[src/rtl/fp_unpack_pkg.sv]
// Shared constants and types for the FP adder operand unpacker.
// Holds IEEE-754 single-precision field widths, state encoding and the operand class record.
package fp_unpack_pkg;

    localparam int EXP_W  = 8;
    localparam int FRAC_W = 23;
    localparam int BIAS   = 127;

    localparam logic [EXP_W-1:0] EXP_ALL_ONES = 8'hFF;

    typedef enum logic [1:0] {
        ST_IDLE     = 2'd0,
        ST_CLASSIFY = 2'd1,
        ST_NORM     = 2'd2,
        ST_HOLD     = 2'd3
    } state_e;

    typedef struct packed {
        logic zero;
        logic denorm;
        logic inf;
        logic nan;
        logic snan;
    } op_class_t;

endpackage

[src/rtl/fp_operand_unpack_decode.sv]
// Combinational field split and classification of one IEEE-754 operand.
// Produces sign, widened biased exponent, mantissa with explicit hidden bit and class flags.
module fp_class_decode #(
    parameter int EXP_W  = fp_unpack_pkg::EXP_W,
    parameter int FRAC_W = fp_unpack_pkg::FRAC_W
) (
    input  logic [EXP_W+FRAC_W:0]     op_in,
    output logic                      sign_out,
    output logic [EXP_W+1:0]          exp_out,
    output logic [FRAC_W:0]           man_out,
    output fp_unpack_pkg::op_class_t  cls_out
);

    logic [EXP_W-1:0]  exp_field_s;
    logic [FRAC_W-1:0] frac_field_s;
    logic              exp_zero_s;
    logic              exp_ones_s;
    logic              frac_zero_s;

    assign sign_out     = op_in[EXP_W+FRAC_W];
    assign exp_field_s  = op_in[EXP_W+FRAC_W-1:FRAC_W];
    assign frac_field_s = op_in[FRAC_W-1:0];
    assign exp_zero_s   = ~(|exp_field_s);
    assign exp_ones_s   = &exp_field_s;
    assign frac_zero_s  = ~(|frac_field_s);

    // Denormals start at exponent 1 so that each normalizing shift is a plain decrement.
    always_comb begin
        cls_out = '0;
        exp_out = '0;
        man_out = '0;
        if (exp_zero_s) begin
            if (frac_zero_s) begin
                cls_out.zero = 1'b1;
            end else begin
                cls_out.denorm = 1'b1;
                exp_out        = {{(EXP_W+1){1'b0}}, 1'b1};
                man_out        = {1'b0, frac_field_s};
            end
        end else if (exp_ones_s) begin
            exp_out = {2'b00, exp_field_s};
            if (frac_zero_s) begin
                cls_out.inf = 1'b1;
            end else begin
                cls_out.nan  = 1'b1;
                cls_out.snan = ~frac_field_s[FRAC_W-1];
                man_out      = {1'b0, frac_field_s};
            end
        end else begin
            exp_out = {2'b00, exp_field_s};
            man_out = {1'b1, frac_field_s};
        end
    end

endmodule

[src/rtl/fp_operand_unpack.sv]
// Input-side operand unpacker for the FP adder: latch, classify, normalize denormals, hold.
// Denormals are normalized one shift per cycle so downstream always sees mantissa MSB set.
module fp_operand_unpack #(
    parameter int EXP_W  = fp_unpack_pkg::EXP_W,
    parameter int FRAC_W = fp_unpack_pkg::FRAC_W
) (
    input  logic                    clk,
    input  logic                    rst_n,
    input  logic                    in_valid,
    output logic                    in_ready,
    input  logic [EXP_W+FRAC_W:0]   a_in,
    input  logic [EXP_W+FRAC_W:0]   b_in,
    output logic                    out_valid,
    input  logic                    out_ready,
    output logic                    a_sign,
    output logic                    b_sign,
    output logic [EXP_W+1:0]        a_exp,
    output logic [EXP_W+1:0]        b_exp,
    output logic [FRAC_W:0]         a_man,
    output logic [FRAC_W:0]         b_man,
    output logic                    a_zero,
    output logic                    a_denorm,
    output logic                    a_inf,
    output logic                    a_nan,
    output logic                    a_snan,
    output logic                    b_zero,
    output logic                    b_denorm,
    output logic                    b_inf,
    output logic                    b_nan,
    output logic                    b_snan,
    output logic                    out_invalid
);

    import fp_unpack_pkg::*;

    localparam int OPW = EXP_W + FRAC_W + 1;
    localparam int XW  = EXP_W + 2;
    localparam int MW  = FRAC_W + 1;
    localparam logic [XW-1:0] EXP_ONE = {{(XW-1){1'b0}}, 1'b1};

    logic [1:0]     state_q, state_d;
    logic [OPW-1:0] a_raw_q, a_raw_d, b_raw_q, b_raw_d;
    logic           a_sign_q, a_sign_d, b_sign_q, b_sign_d;
    logic [XW-1:0]  a_exp_q, a_exp_d, b_exp_q, b_exp_d;
    logic [MW-1:0]  a_man_q, a_man_d, b_man_q, b_man_d;
    op_class_t      a_cls_q, a_cls_d, b_cls_q, b_cls_d;
    logic           out_valid_q, out_valid_d;
    logic           in_ready_q, in_ready_d;
    logic           out_invalid_q, out_invalid_d;

    logic           a_dec_sign_s, b_dec_sign_s;
    logic [XW-1:0]  a_dec_exp_s, b_dec_exp_s;
    logic [MW-1:0]  a_dec_man_s, b_dec_man_s;
    op_class_t      a_dec_cls_s, b_dec_cls_s;

    logic           a_shift_s, b_shift_s;
    logic [MW-1:0]  a_man_nx_s, b_man_nx_s;
    logic           a_done_s, b_done_s;

    fp_class_decode #(.EXP_W(EXP_W), .FRAC_W(FRAC_W)) u_dec_a (
        .op_in    (a_raw_q),
        .sign_out (a_dec_sign_s),
        .exp_out  (a_dec_exp_s),
        .man_out  (a_dec_man_s),
        .cls_out  (a_dec_cls_s)
    );

    fp_class_decode #(.EXP_W(EXP_W), .FRAC_W(FRAC_W)) u_dec_b (
        .op_in    (b_raw_q),
        .sign_out (b_dec_sign_s),
        .exp_out  (b_dec_exp_s),
        .man_out  (b_dec_man_s),
        .cls_out  (b_dec_cls_s)
    );

    // Completion is judged on the post-shift mantissa so HOLD follows the last shift directly.
    assign a_shift_s  = a_cls_q.denorm & ~a_man_q[MW-1];
    assign b_shift_s  = b_cls_q.denorm & ~b_man_q[MW-1];
    assign a_man_nx_s = a_shift_s ? {a_man_q[MW-2:0], 1'b0} : a_man_q;
    assign b_man_nx_s = b_shift_s ? {b_man_q[MW-2:0], 1'b0} : b_man_q;
    assign a_done_s   = ~a_cls_q.denorm | a_man_nx_s[MW-1];
    assign b_done_s   = ~b_cls_q.denorm | b_man_nx_s[MW-1];

    // Next-state and datapath register updates for the unpack FSM.
    always_comb begin
        state_d       = state_q;
        a_raw_d       = a_raw_q;
        b_raw_d       = b_raw_q;
        a_sign_d      = a_sign_q;
        b_sign_d      = b_sign_q;
        a_exp_d       = a_exp_q;
        b_exp_d       = b_exp_q;
        a_man_d       = a_man_q;
        b_man_d       = b_man_q;
        a_cls_d       = a_cls_q;
        b_cls_d       = b_cls_q;
        out_valid_d   = out_valid_q;
        in_ready_d    = in_ready_q;
        out_invalid_d = out_invalid_q;
        case (state_q)
            ST_IDLE: begin
                if (in_valid) begin
                    a_raw_d    = a_in;
                    b_raw_d    = b_in;
                    in_ready_d = 1'b0;
                    state_d    = ST_CLASSIFY;
                end else begin
                    in_ready_d = 1'b1;
                end
            end
            ST_CLASSIFY: begin
                a_sign_d      = a_dec_sign_s;
                b_sign_d      = b_dec_sign_s;
                a_exp_d       = a_dec_exp_s;
                b_exp_d       = b_dec_exp_s;
                a_man_d       = a_dec_man_s;
                b_man_d       = b_dec_man_s;
                a_cls_d       = a_dec_cls_s;
                b_cls_d       = b_dec_cls_s;
                out_invalid_d = a_dec_cls_s.snan | b_dec_cls_s.snan;
                if (a_dec_cls_s.denorm || b_dec_cls_s.denorm) begin
                    state_d = ST_NORM;
                end else begin
                    state_d = ST_HOLD;
                end
            end
            ST_NORM: begin
                a_man_d = a_man_nx_s;
                b_man_d = b_man_nx_s;
                a_exp_d = a_shift_s ? (a_exp_q - EXP_ONE) : a_exp_q;
                b_exp_d = b_shift_s ? (b_exp_q - EXP_ONE) : b_exp_q;
                if (a_done_s && b_done_s) begin
                    state_d = ST_HOLD;
                end else begin
                    state_d = ST_NORM;
                end
            end
            ST_HOLD: begin
                // The first HOLD cycle only raises out_valid; the handshake is honoured after that.
                if (!out_valid_q) begin
                    out_valid_d = 1'b1;
                end else if (out_ready) begin
                    out_valid_d = 1'b0;
                    in_ready_d  = 1'b1;
                    state_d     = ST_IDLE;
                end else begin
                    out_valid_d = 1'b1;
                end
            end
            default: begin
                out_valid_d = 1'b0;
                in_ready_d  = 1'b1;
                state_d     = ST_IDLE;
            end
        endcase
    end

    // State and datapath registers; reset drops any pair in flight.
    always_ff @(posedge clk or negedge rst_n) begin
        if (!rst_n) begin
            state_q       <= ST_IDLE;
            a_raw_q       <= '0;
            b_raw_q       <= '0;
            a_sign_q      <= 1'b0;
            b_sign_q      <= 1'b0;
            a_exp_q       <= '0;
            b_exp_q       <= '0;
            a_man_q       <= '0;
            b_man_q       <= '0;
            a_cls_q       <= '0;
            b_cls_q       <= '0;
            out_valid_q   <= 1'b0;
            in_ready_q    <= 1'b1;
            out_invalid_q <= 1'b0;
        end else begin
            state_q       <= state_d;
            a_raw_q       <= a_raw_d;
            b_raw_q       <= b_raw_d;
            a_sign_q      <= a_sign_d;
            b_sign_q      <= b_sign_d;
            a_exp_q       <= a_exp_d;
            b_exp_q       <= b_exp_d;
            a_man_q       <= a_man_d;
            b_man_q       <= b_man_d;
            a_cls_q       <= a_cls_d;
            b_cls_q       <= b_cls_d;
            out_valid_q   <= out_valid_d;
            in_ready_q    <= in_ready_d;
            out_invalid_q <= out_invalid_d;
        end
    end

    assign in_ready    = in_ready_q;
    assign out_valid   = out_valid_q;
    assign out_invalid = out_invalid_q;
    assign a_sign      = a_sign_q;
    assign b_sign      = b_sign_q;
    assign a_exp       = a_exp_q;
    assign b_exp       = b_exp_q;
    assign a_man       = a_man_q;
    assign b_man       = b_man_q;
    assign a_zero      = a_cls_q.zero;
    assign a_denorm    = a_cls_q.denorm;
    assign a_inf       = a_cls_q.inf;
    assign a_nan       = a_cls_q.nan;
    assign a_snan      = a_cls_q.snan;
    assign b_zero      = b_cls_q.zero;
    assign b_denorm    = b_cls_q.denorm;
    assign b_inf       = b_cls_q.inf;
    assign b_nan       = b_cls_q.nan;
    assign b_snan      = b_cls_q.snan;

endmodule

[config.mk]
export PLATFORM = sky130hd
export DESIGN_NAME = fp_operand_unpack
export DESIGN_NICKNAME = d
export VERILOG_FILES = /design/src/rtl/fp_unpack_pkg.sv /design/src/rtl/fp_operand_unpack_decode.sv /design/src/rtl/fp_operand_unpack.sv
export SDC_FILE = /design/constraint.sdc
export NUM_CORES = 1
export LEC_CHECK = 0
export ABC_CLOCK_PERIOD_IN_PS = 1600
export BUFFER_PORTS_ARGS = -buffer_cell sky130_fd_sc_hd__buf_2
export CAP_MARGIN = 20
export CELL_PAD_IN_SITES_DETAIL_PLACEMENT = 0
export CELL_PAD_IN_SITES_GLOBAL_PLACEMENT = 2
export CORE_ASPECT_RATIO = 1.1
export CORE_UTILIZATION = 31
export DETAILED_ROUTE_END_ITERATION = 7
export GPL_ROUTABILITY_DRIVEN = 0
export PLACE_DENSITY_LB_ADDON = 0.1
export SYNTH_ARGS = -nofsm -noshare
export SYNTH_HDL_FRONTEND = slang
export SYNTH_SLANG_ARGS = --single-unit
[constraint.sdc]
create_clock -name clk -period 1.6 [get_ports clk]
set_input_delay 0.32 -clock clk [delete_from_list [all_inputs] [get_ports clk]]
set_output_delay 0.32 -clock clk [all_outputs]
set_load 0.005 [all_outputs]
== Yosys cells after proc, flatten, opt, wreduce, memory -nomap -nowiden ==
Cells that the tools add are included.
Storage, ports and cells
  register bits after elaboration: 149
  input bits: 68
  output and inout bits: 83
  word-level logic and storage cells: 103
Cells by class
  add/sub/neg operators: 2
  equality and inequality tests: 8
  muxes and demuxes: 42
  bitwise operators: 11
  reduce and logical (&&, ||, !) cells: 16
Operators with widths (number)
  $mux W24: 6
  $pmux W24 S2: 2
  $mux W23: 2
  $reduce_or A23 Y1: 2
  $pmux W10 S2: 2
  $mux W10: 2
  $sub A10 B1 Y10 const B: 2
  $mux W8: 2
  $reduce_and A8 Y1: 2
  $reduce_or A8 Y1: 2
  $mux W2: 7
  $mux W1: 13
  $mux W3: 4
  $ne A2 B2 Y1 const B: 5
  $pmux W2 S4: 1
  $not A1 Y1: 6
  $reduce_and A2 Y1: 3
  $reduce_and A3 Y1: 2
  $eq A2 B2 Y1 const B: 2
  $reduce_bool A2 Y1: 2
  $or A1 B1 Y1: 3
  $and A1 B1 Y1: 2
  $eq A2 B1 Y1 const B: 1
  $logic_not A2 Y1: 1
  other kinds (3): 3

== Logic depth before layout (Yosys ltp) ==
Gate-level depths: netlist of run 1.
  word-level depth: 7
  depth in mapped cells: 9

== Modules after synthesis ==
From an unflattened synthesis of run 1, not the netlist that was laid out.
Second synthesis, totals
  cell total of the unflattened synthesis: 683
  area, all modules: 7081.8 sq um
Modules (own cells, without submodules)
  fp_operand_unpack: instances 1, cells each 565, area each 6468.7 sq um, sequential area each 3729.8 sq um
  fp_class_decode: instances 2, cells each 59, area each 306.5 sq um, sequential area each 0.0 sq um

== Least setup slack after synthesis of run 1 ==
Ideal clock, no wire load.
  kind: flip-flop to flip-flop
  from: reg state_q[0]
  to: reg b_exp_q[6] (netlist: b_exp[6])
  library setup time: 86 ps
  arrival time: 1629 ps
  data required time: 1514 ps
  slack: -114 ps
  stages on the path, launching flop included: 8
  buffers on the path: 1
  cell sequence: dfrtp_1 inv_1 ha_1 buf_2 and3b_1 nand3_1 or4_1 a32oi_1
On the way
  longest elaborated chain between the ends: 3
Ends and longest elaborated chain
  start: declaration: RTL line fp_operand_unpack.sv:41  | logic [1:0] state_q, state_d;
  start signal: assignment: RTL line fp_operand_unpack.sv:176  | state_q <= state_d;
  $eq A2 B2 Y1 / $eq A2 B1 Y1 (equally long branches): RTL line fp_operand_unpack.sv:100  | case (state_q)
  $ne A2 B2 Y1 (no line) / $reduce_bool A2 Y1 (equally long branches)
  $reduce_and A2 Y1 (no line)
  end signal: assignment: RTL line fp_operand_unpack.sv:182  | b_exp_q <= b_exp_d;
  end: declaration: RTL line fp_operand_unpack.sv:44  | logic [XW-1:0] a_exp_q, a_exp_d, b_exp_q, b_exp_d;
Parallel ways exist; a longest one is shown, timed or not.
A chain may end at the register's enable or synchronous reset.

== Worst setup path after layout of run 1 ==
  from: reg state_q[1]
  to: reg b_exp_q[6] (netlist: b_exp[6])
Same word-level chain as after synthesis.

==> results by group, run 1 <==
Cells and area
  – Nets: 995
  – Final Non-Filler Cells: about 1200
  – Inserted Diodes: 0
  – Layout cell share with drive strength beyond 1: 0.510
  – Commonest cells after routing, fill and taps aside: 149 x buf_2, 148 x dfrtp_1, 94 x buf_4
  – Layout area overhead: 48.2%
  – Commonest non-fill, non-tap cell in the layout: buf_2

Die
  – DIE AREA: 23400 um^2
  – Core region area: ~22000 um^2
  – Die Height: 160 um
  – Initial core utilization: 0.318
  – Row cnt: between 50 and 60
  – Ports: 151
  – Die width: about 150 um

STA
  – Final min period: roughly 1.7 ns
  – Clk_skew: roughly 0.011 ns
  – Max Clk Rate: 588 MHz
  – RSZ-0062 raised after global routing: true
  – Final setup violation count: 100
  – Final hold violations: 0
  – Worst rel slew slack: 0.699
  – Hold slack: 0.116 ns
  – Period utilisation layout: 1.06
  – Final worst slack: -0.0999 ns
  – Worst slew pin tran: around 0.45 ns
  – Final slew viol count: 0

Clocking
  – Skew-Pair Late Insertion Delay: approximately 0.43 ns
  – CTS tree: done
  – Root Driver: clkbuf_16
  – Bufs on Longest Clock Path: 2
  – Sink Count: roughly 150
  – CTS Buf Count: 17
  – H-tree Lvls: 4
  – CTS clk-pin slew, worst paths: 0.07 ns

Run status
  – Failing checks: negative setup slack
  – Status: complete, but fails checks

Synth
  – Post-synthesis sequential area ratio: 0.529
  – Post-synth EDFFs: 0
  – Main area contributors after synthesis: dfrtp_1 53%, mux2_2 11%, nor2_1 5.1%
  – FF+latch count, synth: approximately 150
  – Distinct cell type count after synthesis: 56
  – Ys flop type: dfrtp_1
  – Net count after synthesis: 734
  – Syn_area_per_cell: ~11 um^2
  – Top cell type's share of synthesized area: 0.525
  – Post-Synthesis Cells: roughly 660
  – Yosys warnings: 0
  – Largest area contributor in the netlist: dfrtp_1
  – Async SR Flop Fraction: 1.00
  – Mapped cell area: around 7100 um^2

Placement
  – Port bufs: 150
  – Placed insts: 1163
  – Post-detailed-placement half-perimeter wirelength: 15.2 mm

Routing
  – Antenna viol nets, final: 0
  – WL/cell: 18.5 um
  – Vias per Instance: about 5.0
  – Final wirelength: ~23 mm
  – DR DRC count: 0
  – DR vias: 6109
  – Pre-antenna DRT Iters: 4
  – DR iter-0 viols: between 200 and 300

GRT
  – Vias in the first global route: 6400
  – GRT overflow: 0
  – GRT Util Overall: 0.199
  – First-pass GRT wire length: 35.9 mm
  – Pin count of the biggest net entering global routing: 47
  – Antenna violations before repair: 0

Pwr
  – Pwr per Cell Area: 2080 nW/um^2
  – Leakage: 0.00468 uW
  – Worst VDD drop: between 0.8 and 0.9 mV

Critical path
  – Nature of the critical path startpoint: flop
  – Crit path kind: reg2reg
  – WP data required: a little under 2 ns
  – CP Data Arrival Time: 2.05 ns
  – CP Max Fanout: 6
  – Setup crit end kind: flop

Flow run
  – Max capacitance violation total: 0

Hold path
  – Worst hold path type: in2reg
[stage by stage]
step	utilization	power [uW]	area (um^2)	setup TNS [ns]	setup WS, ns
after floorplan	-	11900	7220	-1.92	-0.0607
after global placement	0.406	15900	9010	-7.94	-0.312
after detailed placement	0.406	16100	9010	-10.30	-0.284
after CTS	0.456	21400	10100	-2.87	-0.0698
after global routing	0.471	23300	10500	-10.72	-0.166
final	0.471	21800	10500	-4.69	-0.0999
[kinds of logic (layout without fill, tap and decap cells)]
logic type / Yosys count / count (layout) / synth area share
simple gates: 213 / 213 / 0.155
compound gates: 151 / 151 / 0.143
flops: 149 / 149 / 0.529
mux: 72 / 72 / 0.114
buf+inv: 58 / 332 / 0.0355
xor+xnor: 9 / 9 / 0.0112
fa+ha+maj: 7 / 7 / 0.0124
[where the power goes]
| group | switching [uW] | leakage [uW] | internal, uW |
|---|---|---|---|
| combinational | 4600 | 0.00261 | 5700 |
| clock | 1840 | 0.000294 | 2370 |
| sequential | 1690 | 0.00178 | 5570 |
[synth_stat cells, types with 4 or more instances]
| cell type | instances |
|---|---|
| dfrtp_1 | 148 |
| nor2_1 | 96 |
| mux2_2 | 66 |
| o21ai_0 | 51 |
| a21oi_1 | 33 |
| nand2b_1 | 23 |
| clkbuf_1 | 21 |
| nand2_1 | 21 |
| inv_1 | 19 |
| o221a_2 | 19 |
| buf_2 | 14 |
| nor2b_1 | 14 |
| nor4_1 | 13 |
| nand4_1 | 11 |
| nand3_1 | 9 |
| a211oi_1 | 8 |
| ha_1 | 7 |
| mux2i_1 | 6 |
| xnor2_1 | 5 |
| a221oi_1 | 4 |
| a31o_2 | 4 |
| nand3b_1 | 4 |
| nor3_1 | 4 |
| o22ai_1 | 4 |
| or4_4 | 4 |
| xor2_1 | 4 |
[what timing repair did]
action,4_1_cts,5_1_grt
endpoints found under the setup margin,130,141
pin swaps,16,27
hold buffers,1,0
endpoints found under the hold margin,16,0
buffers inserted,17,9
gates resized for setup,41,52
cloned,6,3
[worst paths after layout]
path                       cells after the start  slack [ns]        from           to
max in group asynchronous                      3        0.66       rst_n     in_ready
min reg2reg                                    1        0.49    b_exp[9]     b_exp[9]
max                                            6        -0.1  state_q[1]     b_exp[6]
min                                            2        0.12    a_in[12]  a_raw_q[12]
max reg2reg                                    6        -0.1  state_q[1]     b_exp[6]
min in group asynchronous                      2        0.31       rst_n    b_man[10]
[layout make-up]
class	instances	area (um^2)
clock buffers	17	425
clock inverters	15	186
fillers	2106	11700
inverters	19	71.3
multi-input cells	452	3510
flip-flops and latches	149	3730
well taps	295	369
repair buffers	281	2160
[worst max-delay path, stage by stage, from the launching register on]
cell	delay [ns]
dfrtp_1	0.38
buf_4	0.13
ha_4	0.15
and3b_2	0.26
nand3_2	0.09
or4_4	0.42
a32oi_2	0.20
[routing by layer]
metal | track usage | routed length, um | vias up
li1 | - | - | 2901
met1 | 0.248 | 9890 | 3080
met2 | 0.344 | 11800 | 115
met3 | 0.0420 | 861 | 13
met4 | 0.0627 | 219 | 0
met5 | 0 | 0 | -
[state kept, by name, summed over array words and instances, names as in the netlist, 2 cells and up]
signal	cells
b_exp	10
b_raw_q	32
state_q	2
a_exp	10
a_raw_q	32
a_man	24
b_man	24
Note: power is estimated with default switching activity, not from simulation.
==> inputs of run 2 (changes only) <==
--- a/config.mk
+++ b/config.mk
@@ -5,13 +5,13 @@
 export SDC_FILE = /design/constraint.sdc
 export NUM_CORES = 1
 export LEC_CHECK = 0
-export ABC_CLOCK_PERIOD_IN_PS = 1600
+export ABC_CLOCK_PERIOD_IN_PS = 2100
 export BUFFER_PORTS_ARGS = -buffer_cell sky130_fd_sc_hd__buf_2
 export CAP_MARGIN = 20
 export CELL_PAD_IN_SITES_DETAIL_PLACEMENT = 0
 export CELL_PAD_IN_SITES_GLOBAL_PLACEMENT = 2
 export CORE_ASPECT_RATIO = 1.1
-export CORE_UTILIZATION = 31
+export CORE_UTILIZATION = 37
 export DETAILED_ROUTE_END_ITERATION = 7
 export GPL_ROUTABILITY_DRIVEN = 0
 export PLACE_DENSITY_LB_ADDON = 0.1
==> constraint.sdc (replaced) <==
create_clock -name clk -period 2.1 [get_ports clk]
set_input_delay 0.42 -clock clk [delete_from_list [all_inputs] [get_ports clk]]
set_output_delay 0.42 -clock clk [all_outputs]
set_load 0.005 [all_outputs]
==> run 2 against run 1 <==
The flow now finishes without violations. Largest power group is now sequential cells. Clock power down 36%. Maximum frequency is 11% lower. Critical path depth is 1 lower. Routed wire length shrank 16%. Final cell count fell by 13%. Non-clock buffer count decreased by 105. Register-to-register slack better by 0.30 ns. Combinational power down 49%. Largest cell class unchanged. Hold slack better by 0.11 ns. Die area decreased by 16%.
==> results by group, run 2 (synthesized netlist as in run 1, its figures left out) <==
STA
  – Max Clk Rate: 526 MHz
  – RSZ-0062 raised after global routing: false
  – Worst rel slew slack: 0.659
  – Hold slack: 0.230 ns
  – Worst slew pin tran: just over 0.5 ns
  – Final hold violations: 0
  – Final setup violation count: 0
  – Final slew viol count: 0
  – Clk_skew: about 0.0099 ns
  – Final min period: ~1.9 ns
  – Period utilisation layout: 0.905
  – Setup TNS: 0 ns

Critical path
  – R2r worst-path depth: 5
  – Crit path kind: reg2reg
  – Capturing point of the worst reg2reg path: b_exp[0]
  – R2R setup slack: 0.20 ns
  – Setup crit end kind: flop
  – WP data required: about 2.4 ns
  – CP Data Arrival Time: between 2 and 2.5 ns
  – Worst r2r src: b_raw_q[16]
  – Nature of the critical path startpoint: flop
  – CP Max Fanout: 3

Placement
  – Port bufs: 150
  – Placed insts: approximately 1000
  – Post-detailed-placement half-perimeter wirelength: 13.7 mm

Clocking
  – CTS tree: done
  – CTS Buf Count: 17
  – Bufs on Longest Clock Path: 2
  – CTS clk-pin slew, worst paths: about 0.070 ns
  – Sink Count: between 100 and 150
  – Skew-Pair Late Insertion Delay: 0.42 ns
  – H-tree Lvls: 4
  – Root Driver: clkbuf_16

Routing
  – Final wirelength: approximately 19 mm
  – Vias per Instance: about 5.2
  – DR vias: between 5000 and 6000
  – Pre-antenna DRT Iters: 5
  – DR iter-0 viols: between 200 and 300
  – WL/cell: between 15 and 20 um
  – Met2 WL post-DR: 9.06 mm
  – Antenna viol nets, final: 0
  – Wl on met1: between 8 and 9 mm
  – DR DRC count: 0
  – Met3 wire length: just over 1 mm
  – Uppermost layer routed: met4

Cells and area
  – Nets: 890
  – Final Non-Filler Cells: approximately 1100
  – Layout cell share with drive strength beyond 1: 0.375
  – Commonest non-fill, non-tap cell in the layout: buf_2
  – Top Registers: a_raw_q (32), b_raw_q (32)
  – Commonest cells after routing, fill and taps aside: 149 x buf_2, 148 x dfrtp_1, 96 x nor2_1
  – Layout area overhead: 23.5%
  – Inserted Diodes: 0

Hold path
  – Worst hold path type: in2reg
  – Hold EP: a_raw_q[13]
  – Hold path depth: 2
  – Min-delay src: a_in[13]

GRT
  – GRT overflow: 0
  – Pin count of the biggest net entering global routing: 50
  – Vias in the first global route: 5819
  – GRT Util Overall: 0.204
  – Antenna violations before repair: 0
  – First-pass GRT wire length: around 31 mm

Pwr
  – Pwr per Cell Area: about 1600 nW/um^2
  – Worst VDD drop: between 0.6 and 0.7 mV
  – Leakage: 0.00386 uW

Die
  – Die Height: around 150 um
  – Core region area: between 15000 and 20000 um^2
  – Die width: roughly 130 um
  – Initial core utilization: 0.380
  – DIE AREA: ~20000 um^2
  – Ports: about 150
  – Row cnt: 52

Flow run
  – Max capacitance violation total: 0

Run status
  – Status: finished, final reports clean
## run 2: per-stage QoR
| step | utilization | total power, uW | cell area, um^2 | setup WS, ns |
|---|---|---|---|---|
| after floorplan | - | 8840 | 7050 | 0.386 |
| after global routing | 0.470 | 14700 | 8710 | 0.0502 |
| after global placement | 0.440 | 10800 | 8170 | 0.226 |
| after detailed placement | 0.440 | 11000 | 8170 | 0.168 |
| final | 0.470 | 13600 | 8710 | 0.200 |
| after CTS | 0.469 | 13800 | 8690 | 0.127 |
## run 2: how the worst max path moves through the flow
stage / from / to / slack, ns / cells after the start
after floorplan: state_q[0] / b_exp[6] / 0.39 / 7
after global placement: state_q[0] / b_exp[2] / 0.23 / 7
after detailed placement: state_q[0] / b_exp[6] / 0.17 / 6
after CTS: state_q[0] / b_man[15] / 0.13 / 6
after global routing: state_q[1] / a_exp[0] / 0.05 / 7
final: b_raw_q[16] / b_exp[0] / 0.20 / 5
## run 2: per-layer routing
metal | vias up | track usage
met4 | 0 | 0.0591
met5 | - | 0
li1 | 2680 | -
met2 | 148 | 0.331
met3 | 14 | 0.0459
met1 | 2740 | 0.273
## run 2: critical path, stage by stage (launching register included)
cell      delay, ns
dfrtp_1        0.41
nor4_1         0.50
buf_4          0.19
nand2_1        0.07
o31ai_2        0.43
a311oi_1       0.15
## run 2: power by group
part           internal, uW  switching [uW]
clock                  1500            1210
sequential             4250            1350
combinational          2720            2560
## run 2: repair_timing
item	4_1_cts	5_1_grt
buffers inserted	0	0
gates resized for setup	0	2
hold buffers	1	0
endpoints found under the hold margin	46	0
endpoints found under the setup margin	0	1
## run 2: area by class of cell
class                      count  area, um^2
inverter                      19        71.3
sequential                   149        3730
tap                          243         304
multi-input combinational    452        3090
timing repair buffer         176         996
fill                        1868        9840
clock buffer                  18         429
clock inverter                13        87.6
==> inputs of run 3 (changes only) <==
--- a/config.mk
+++ b/config.mk
@@ -15,6 +15,7 @@
 export DETAILED_ROUTE_END_ITERATION = 7
 export GPL_ROUTABILITY_DRIVEN = 0
 export PLACE_DENSITY_LB_ADDON = 0.1
+export RECOVER_POWER = 25
 export SYNTH_ARGS = -nofsm -noshare
 export SYNTH_HDL_FRONTEND = slang
 export SYNTH_SLANG_ARGS = --single-unit
==> run 3 against run 2 <==
Largest cell class unchanged. Flip-flop and latch count stayed put. Clock skew decreased by 0.00073 ns. Sequential share of layout area increased by 0.14 points. First-iteration DRC count decreased by 2.1%. Core utilization is 0.15 points lower. Non-clock buffer count is the same. Sequential power is essentially flat. Die area unchanged. Design area fell by 0.32%. Maximum frequency about the same. Highest routed layer unchanged. Via count unchanged. Worst setup slack improved by 0.0013 ns.
==> results by group, run 3 (synthesized netlist as in run 1, its figures left out) <==
Run status
  – Status: finished, final reports clean

Clocking
  – CTS clk-pin slew, worst paths: ~0.07 ns
  – Post-CTS repair timing setup buffer count: 0
  – Root Driver: clkbuf_16
  – Sink Count: about 150
  – CTS Buf Count: 17
  – CTS tree: done
  – Bufs on Longest Clock Path: 2
  – Skew-Pair Late Insertion Delay: between 0.4 and 0.5 ns
  – H-tree Lvls: 4

Flow run
  – Max capacitance violation total: 0

GRT
  – Pin count of the biggest net entering global routing: 50
  – GR Util met1: 0.273
  – Antenna violations before repair: 0
  – Met3 usage: 0.0459
  – Met2 GRT Util: 0.331
  – Vias in the first global route: 5819
  – GRT overflow: 0
  – GR peak layer: met2
  – First-pass GRT wire length: 31.3 mm
  – GRT Util Overall: 0.204

Cells and area
  – Commonest cells after routing, fill and taps aside: 150 x buf_2, 148 x dfrtp_1, 96 x nor2_1
  – Layout cell share with drive strength beyond 1: 0.375
  – Commonest non-fill, non-tap cell in the layout: buf_2
  – Layout area overhead: 23.1%
  – Nets: a little under 900
  – Final Non-Filler Cells: about 1100
  – Top Registers: a_raw_q (32), b_raw_q (32)
  – Fill cell instance count of the final layout: ~1900
  – Inserted Diodes: 0
  – Design Area, Final: 8680 um^2

STA
  – Setup TNS: 0 ns
  – Period utilisation layout: 0.904
  – RSZ-0062 raised after global routing: false
  – Final setup violation count: 0
  – Final worst slack: approximately 0.20 ns
  – Final slew viol count: 0
  – Final min period: 1.90 ns
  – Worst rel slew slack: 0.388
  – Clk_skew: 0.00914 ns
  – Worst slew pin tran: approximately 0.92 ns
  – Final hold violations: 0
  – Max Clk Rate: ~530 MHz

Die
  – Initial core utilization: 0.380
  – Ports: 151
  – Core region area: around 19000 um^2
  – Die Height: approximately 150 um
  – DIE AREA: ~20000 um^2
  – Die width: roughly 130 um
  – Row cnt: 52

Critical path
  – Slowest stage delay, CP: ~0.5 ns
  – CP Data Arrival Time: 2.17 ns
  – CP Max Fanout: 3
  – Worst r2r src: b_raw_q[16]
  – Nature of the critical path startpoint: flop
  – Crit path kind: reg2reg
  – Critical path origin: b_raw_q[16]
  – WP data required: 2.37 ns
  – Crit-path cells: nor4_1, buf_4, nand2_1, o31ai_2, a311oi_1
  – CP max-delay cell: nor4_1
  – Setup crit end kind: flop

Placement
  – DP Worst Slack: around 0.17 ns
  – Placed insts: about 1000
  – Post-detailed-placement half-perimeter wirelength: around 14 mm
  – Port bufs: 150
  – Cell area after placement: between 8000 and 9000 um^2

Hold path
  – Min-delay src: a_in[13]
  – Worst hold path type: in2reg

Routing
  – DR vias: 5582
  – Antenna viol nets, final: 0
  – DR DRC count: 0
  – Vias per Instance: approximately 5.2
  – Final wirelength: about 19 mm
  – Pre-antenna DRT Iters: 4
  – WL/cell: 17.9 um
  – DR iter-0 viols: between 200 and 300

Pwr
  – Switching share of power: 0.377
  – Total internal power: roughly 8500 uW
  – Sequential share of power: 0.412
  – Logic pwr share: 0.388
  – Worst VDD drop: 0.685 mV
  – Leakage: between 0.003 and 0.004 uW
  – Clock power share: 0.200
  – Switch Pwr: 5120 uW
  – Pwr per Cell Area: between 1500 and 2000 nW/um^2
  – Pwr Total: 13600 uW
[run 3: cell count changes in the layout (fill, tap and decap cells not counted)]
cell	delta
buf_2	+1
buf_12	-2
clkbuf_4	+1
[run 3: final cells by class]
| class | count | area, um^2 | share of cell area |
|---|---|---|---|
| repair buffers | 176 | 968 | 0.112 |
| flip-flops and latches | 149 | 3730 | 0.430 |
| inverters | 19 | 71.3 | 0.00822 |
| clock inverters | 13 | 87.6 | 0.0101 |
| multi-input cells | 452 | 3090 | 0.356 |
| well taps | 243 | 304 | 0.0350 |
| clock buffers | 18 | 429 | 0.0494 |
[run 3: power by group through the flow]
stage | combinational, uW | sequential [uW] | clock, uW
floorplan | 3560 | 5290 | 0
global placement | 5220 | 5610 | 0
detailed placement | 5330 | 5650 | 0
CTS | 5370 | 5600 | 2780
global route | 5930 | 5820 | 2910
finish | 5270 | 5600 | 2710
[run 3: metrics by stage]
step,hold WS (ns),util
2_1_floorplan,0.124,-
3_3_place_gp,0.415,0.440
3_5_place_dp,0.410,0.440
4_1_cts,0.215,0.469
5_1_grt,0.219,0.468
6_report,0.229,0.468
[run 3: critical path: cells and delay by family (launching register included)]
family | cells | cell delay [ns]
AOI/OAI and AO/OA | 2 | 0.58
and+or+nand+nor | 2 | 0.57
DFF | 1 | 0.41
buffers and inverters | 1 | 0.19
[run 3: what timing repair did]
item / CTS / global route
resized for setup: 0 / 2
hold buffers: 1 / 0
endpoints found under the setup margin: 0 / 1
endpoints found under the hold margin: 46 / 0
[run 3: worst paths after layout]
check,end,slack [ns],cells after the start
max,b_exp[0],0.20,5
min,a_raw_q[13],0.23,2
max reg2reg,b_exp[0],0.20,5
min reg2reg,a_exp[9],0.48,1
max in group asynchronous,a_raw_q[3],0.29,3
min in group asynchronous,b_raw_q[8],0.52,2
[run 3: layer usage]
metal | routed length, um | part of all wire
met2 | 9010 | 0.47
met3 | 1020 | 0.053
met4 | 267 | 0.014
met5 | 0 | 0
met1 | 8820 | 0.46
